==> config.mk <==
export PLATFORM = sky130hd
export DESIGN_NAME = bin_to_bcd_seq
export DESIGN_NICKNAME = d
export VERILOG_FILES = /design/src/rtl/bin_to_bcd_seq.sv
export SDC_FILE = /design/constraint.sdc
export NUM_CORES = 1
export LEC_CHECK = 0
export CAP_MARGIN = 10
export CORE_MARGIN = 5
export CORE_UTILIZATION = 50
export DETAILED_ROUTE_END_ITERATION = 7
export HOLD_SLACK_MARGIN = 0.03
export PLACE_DENSITY = 0.77
export REMOVE_ABC_BUFFERS = 1
export SYNTH_ARGS = -nofsm -noshare
export SYNTH_HDL_FRONTEND = slang
export SYNTH_SLANG_ARGS = --single-unit
export TNS_END_PERCENT = 20
==> constraint.sdc <==
create_clock -name clk -period 1.9 [get_ports clk]
set_input_delay 0.19 -clock clk [delete_from_list [all_inputs] [get_ports clk]]
set_output_delay 0.19 -clock clk [all_outputs]
set_load 0.02 [all_outputs]
==> src/rtl/bin_to_bcd_seq.sv <==
`default_nettype none
// ============================================================================
// Module   : bin_to_bcd_seq
// Brief    : Sequential binary-to-BCD converter (shift-and-add-3, one bit per
//            clock) with optional two's-complement input and overflow flag.
// Revision : 1.0 - initial release
// ============================================================================
module bin_to_bcd_seq #(
  parameter int BIN_WIDTH = 16,
  parameter int DIGITS    = 5
) (
  input  logic                  clk,
  input  logic                  reset,
  input  logic                  start,
  input  logic [BIN_WIDTH-1:0]  binNum,
  input  logic                  signedIn,
  output logic                  busy,
  output logic                  done,
  output logic [4*DIGITS-1:0]   bcd,
  output logic                  negative,
  output logic                  overflow
);

  localparam int CW = $clog2(BIN_WIDTH + 1);
  localparam logic [CW-1:0]        c_one        = CW'(1);
  localparam logic [CW-1:0]        c_count_init = CW'(BIN_WIDTH);
  localparam logic [BIN_WIDTH-1:0] c_bin_one    = {{(BIN_WIDTH-1){1'b0}}, 1'b1};

  typedef enum logic [1:0] {
    S_IDLE  = 2'd0,
    S_SHIFT = 2'd1,
    S_DONE  = 2'd2
  } state_t;

  state_t                 r_state;
  state_t                 w_next;
  logic [BIN_WIDTH-1:0]   r_mag;
  logic [4*DIGITS-1:0]    r_digits;
  logic                   r_sign;
  logic                   r_sticky;
  logic [CW-1:0]          r_count;

  logic                   w_accept;
  logic                   w_last;
  logic                   w_neg_in;
  logic [BIN_WIDTH-1:0]   w_mag_in;
  logic [4*DIGITS-1:0]    w_adj;
  logic [4*DIGITS-1:0]    w_shift;
  logic                   w_carry;

  assign w_accept = start && (r_state != S_SHIFT);
  assign w_last   = (r_state == S_SHIFT) && (r_count == c_one);
  assign w_neg_in = signedIn & binNum[BIN_WIDTH-1];
  // Negating the most negative value wraps to 2^(BIN_WIDTH-1), read as unsigned.
  assign w_mag_in = w_neg_in ? ((~binNum) + c_bin_one) : binNum;

  assign busy = (r_state == S_SHIFT);
  assign done = (r_state == S_DONE);

  generate
    for (genvar k = 0; k < DIGITS; k++) begin : g_digit
      assign w_adj[4*k+3:4*k] = (r_digits[4*k+3:4*k] > 4'd4) ?
                                (r_digits[4*k+3:4*k] + 4'd3) : r_digits[4*k+3:4*k];
    end
  endgenerate

  assign w_shift = {w_adj[4*DIGITS-2:0], r_mag[BIN_WIDTH-1]};
  assign w_carry = w_adj[4*DIGITS-1];

  always_ff @(posedge clk) begin
    if (reset) r_state <= S_IDLE;
    else       r_state <= w_next;
  end

  always_comb begin
    w_next = r_state;
    case (r_state)
      S_IDLE:  if (start) w_next = S_SHIFT;
      S_SHIFT: if (r_count == c_one) w_next = S_DONE;
      S_DONE:  w_next = start ? S_SHIFT : S_IDLE;
      default: w_next = S_IDLE;
    endcase
  end

  always_ff @(posedge clk) begin
    if (reset) begin
      r_mag    <= '0;
      r_digits <= '0;
      r_sign   <= 1'b0;
      r_sticky <= 1'b0;
      r_count  <= '0;
      bcd      <= '0;
      negative <= 1'b0;
      overflow <= 1'b0;
    end else if (w_accept) begin
      r_mag    <= w_mag_in;
      r_sign   <= w_neg_in;
      r_digits <= '0;
      r_sticky <= 1'b0;
      r_count  <= c_count_init;
    end else if (r_state == S_SHIFT) begin
      r_digits <= w_shift;
      r_mag    <= {r_mag[BIN_WIDTH-2:0], 1'b0};
      r_sticky <= r_sticky | w_carry;
      r_count  <= r_count - c_one;
      if (w_last) begin
        bcd      <= w_shift;
        negative <= r_sign;
        overflow <= r_sticky | w_carry;
      end
    end
  end

endmodule
`default_nettype wire

==> impl_metrics.toml <==
[placement]
dp_slack_ns = -0.06235
dpl.cell_count = 554
dpl_cell_area_um2 = 4111
globalplace.congestion = 0.8284
dp_hpwl_um = 5650
numPortBuffers = 43

[cells_and_area]
syn2layout_area_growth_pct = 24.63
antennaDiodeCount = 0
final_cell_area_um2 = 4375
utilization_pct = 64.05
nets = 502
finalNonFillerCells = 570
drive_above_1_share_pct = 12.66

[timing]
max_freq_ghz = 0.5575
setup_violations = 0
setup_slack_ns = 0.1062
slew_headroom_pct = 72.91
finalCritPeriodShare_pct = 94.41
skew_ns = 0.008211
slew_violations = 0
rsz0062_at_grt = "false"
period_needed_ns = 1.794
worstMarginPinSlew_ns = 0.3962
hold_slack_ns = 0.2414
hold_viol_final = 0

[critical_path]
cp_data_required_time_ns = 1.71
critPathMaxFanout = 5
startpoint_type = "register"
criticalPathCategory = "reg2out"
cp.arrival_ns = 1.60
crit_path_end_kind = "output pin"

[synth]
avgSynthCellArea_um2 = 8.419
async_flop_share_pct = 0
netlist_instances = 417
synth.cell_area_um2 = 3511
yosys_warnings = 0
synth_area_leaders = "dfxtp_1, a21oi_1, ha_1"
yosys_most_used_dff = "dfxtp_1"
synth_edf_count = 0
yosysSeqAreaShare_pct = 38.20
synth.top_cell.area_share_pct = 38.20
synth_top_area_cell = "dfxtp_1"
ys_types = 54
ys_ff_latch = 67

[grt]
grt_pass1_wl_um = 13560
antenna_found_initial = 0
grt-ovfl-total = 0
grt_pass1_vias = 3086
grtUsageTotal_pct = 18.80
grt_max_degree = 29

[clock_tree]
post_cts_buffers = 0
htreeDepth = 3
root_buffer = "clkbuf_8"
path_clk_slew_ns = 0.07
clkLatencyLatePin_ns = 0.34
cts_sinks = 67
cts_tree = "built"
clockBufferDepth = 2
post_cts_resized = 2
ctsHoldBuffers = 0
cts-buffers-inserted = 9

[power]
swShare_pct = 24.25
p_clk_share_pct = 43.8
p_per_area_nw_per_um2 = 813.5
p_leak_nw = 1.608
p_int_mw = 2.696
p_seq_share_pct = 42.6
combPwrFrac_pct = 13.6
ir_drop_v = 0.0004472
p_sw_uw = 863.4

[floorplanning]
initial_core_util_pct = 51.39
die_w_um = 93.80
io_pins = 44
core_area_um2 = 6832
dieArea_um2 = 8798
rows = 30
fp.dieH_um = 93.80

[drt]
finalWirelength_um = 7720
drt_iter0_drc = 111
viasPerCell = 5.609
drc = 0
drt_pre_antenna_iters = 5
vias = 3197
postRouteAntennaNets = 0
wl_per_cell_um = 13.54

[flow_run]
drv_cap = 0

[min_path]
hold_class = "in2reg"

[outcome]
status = "finished clean"
==> power by group through the flow <==
stage          sequential, mW  clock [mW]  combinational (mW)
2_1_floorplan            1.54           0               0.274
5_1_grt                  1.53        1.65               0.540
3_3_place_gp             1.55           0               0.470
3_5_place_dp             1.55           0               0.484
6_report                 1.52        1.56               0.484
4_1_cts                  1.52        1.59               0.486
==> state kept, by name (all words and copies together) (netlist names) <==
signal,flops
r_count,5
r_digits,20
r_sticky,1
overflow,1
bcd,20
r_mag,16
negative,1
r_state,2
r_sign,1
==> critical path, cell delays in order (launching register included) <==
cell             delay (ns)
dfxtp_1                0.38
nor2b_1                0.24
clkdlybuf4s50_1        0.65
==> cell families after synthesis <==
kind of cell             count (synthesis)  synth area share, %
AO/OA/AOI/OAI                          116                22.17
XOR/XNOR                                13                3.243
adder cells (fa/ha/maj)                 13                4.633
buffers and inverters                   42                6.236
flip-flops                              67                38.20
multiplexers                             2               0.6058
AND/OR/NAND/NOR                        164                24.91
==> placed cells by master (no fill, tap or decap), drive strengths merged, types with 2 or more instances in the layout <==
cell | Yosys | routed
a211oi | 22 | 22
a21oi | 39 | 39
a221oi | 2 | 2
a311o | 3 | 3
a31oi | 5 | 5
a41oi | 4 | 4
and3 | 7 | 7
and3b | 3 | 3
buf | 14 | 24
bufinv | 0 | 4
clkbuf | 11 | 10
clkdlybuf4s50 | 0 | 41
clkinv | 0 | 2
dfxtp | 67 | 67
ha | 13 | 13
inv | 17 | 17
nand2 | 36 | 36
nand2b | 4 | 4
nand3 | 25 | 25
nand3b | 2 | 2
nor2 | 38 | 38
nor2b | 8 | 8
nor3 | 14 | 14
nor3b | 2 | 2
nor4 | 2 | 2
o21ai | 20 | 20
o21bai | 5 | 5
o22ai | 5 | 5
o31a | 2 | 2
o31ai | 2 | 2
or3 | 16 | 16
or4 | 2 | 2
or4b | 2 | 2
xnor2 | 6 | 6
xor2 | 7 | 7
==> layout make-up <==
class	count	area, um^2
fill	586	2456
multi-input combinational	308	1951
sequential	67	1341
timing repair buffer	66	634.4
clock inverter	6	137.6
clock buffer	10	127.6
tap	96	120.1
inverter	17	63.81
==> per-layer routing <==
metal  vias up  routed length [um]  GRT usage [%]
li1       1604                   -              -
met1      1485                3636          23.29
met2        95                3570          31.58
met3        13                 388          4.087
met4         0                 125          7.461
met5         -                   0              0
==> stage by stage <==
stage / TNS, ns / total power [mW]
after floorplan: -18.97 / 1.816
after global placement: 0 / 2.016
after detailed placement: -0.1058 / 2.031
after CTS: 0 / 3.588
after global routing: 0 / 3.721
final: 0 / 3.560
==> cells in the mapped netlist (2+ instances only) <==
cell type  number
or3_1          15
clkbuf_1       11
dfxtp_1        67
nor3_1         12
nand3_1        25
xnor2_1         6
o31ai_1         2
xor2_1          7
nand2_1        36
o21bai_1        5
a221oi_1        2
a211oi_1       14
buf_2           7
a211oi_2        8
nor3b_1         2
nor4_1          2
o21ai_0        20
nand3b_1        2
nor2_1         34
buf_6           5
nand2b_1        4
a41oi_1         4
a21oi_1        39
nor2b_1         8
or4_1           2
and3_1          7
a311o_1         3
nor2_2          3
inv_1          17
o31a_1          2
and3b_1         3
a31oi_1         5
o22ai_1         5
ha_1           13
==> path summary, 6_finish.rpt <==
path | slack [ns] | startpoint | cells after the start | to
max | 0.11 | r_state[1] | 2 | done
min | 0.24 | reset | 2 | r_mag[3]
max reg2reg | 0.18 | r_count[0] | 6 | bcd[19]
min reg2reg | 0.45 | r_sign | 2 | negative
Note: power is estimated with default switching activity, not from simulation.
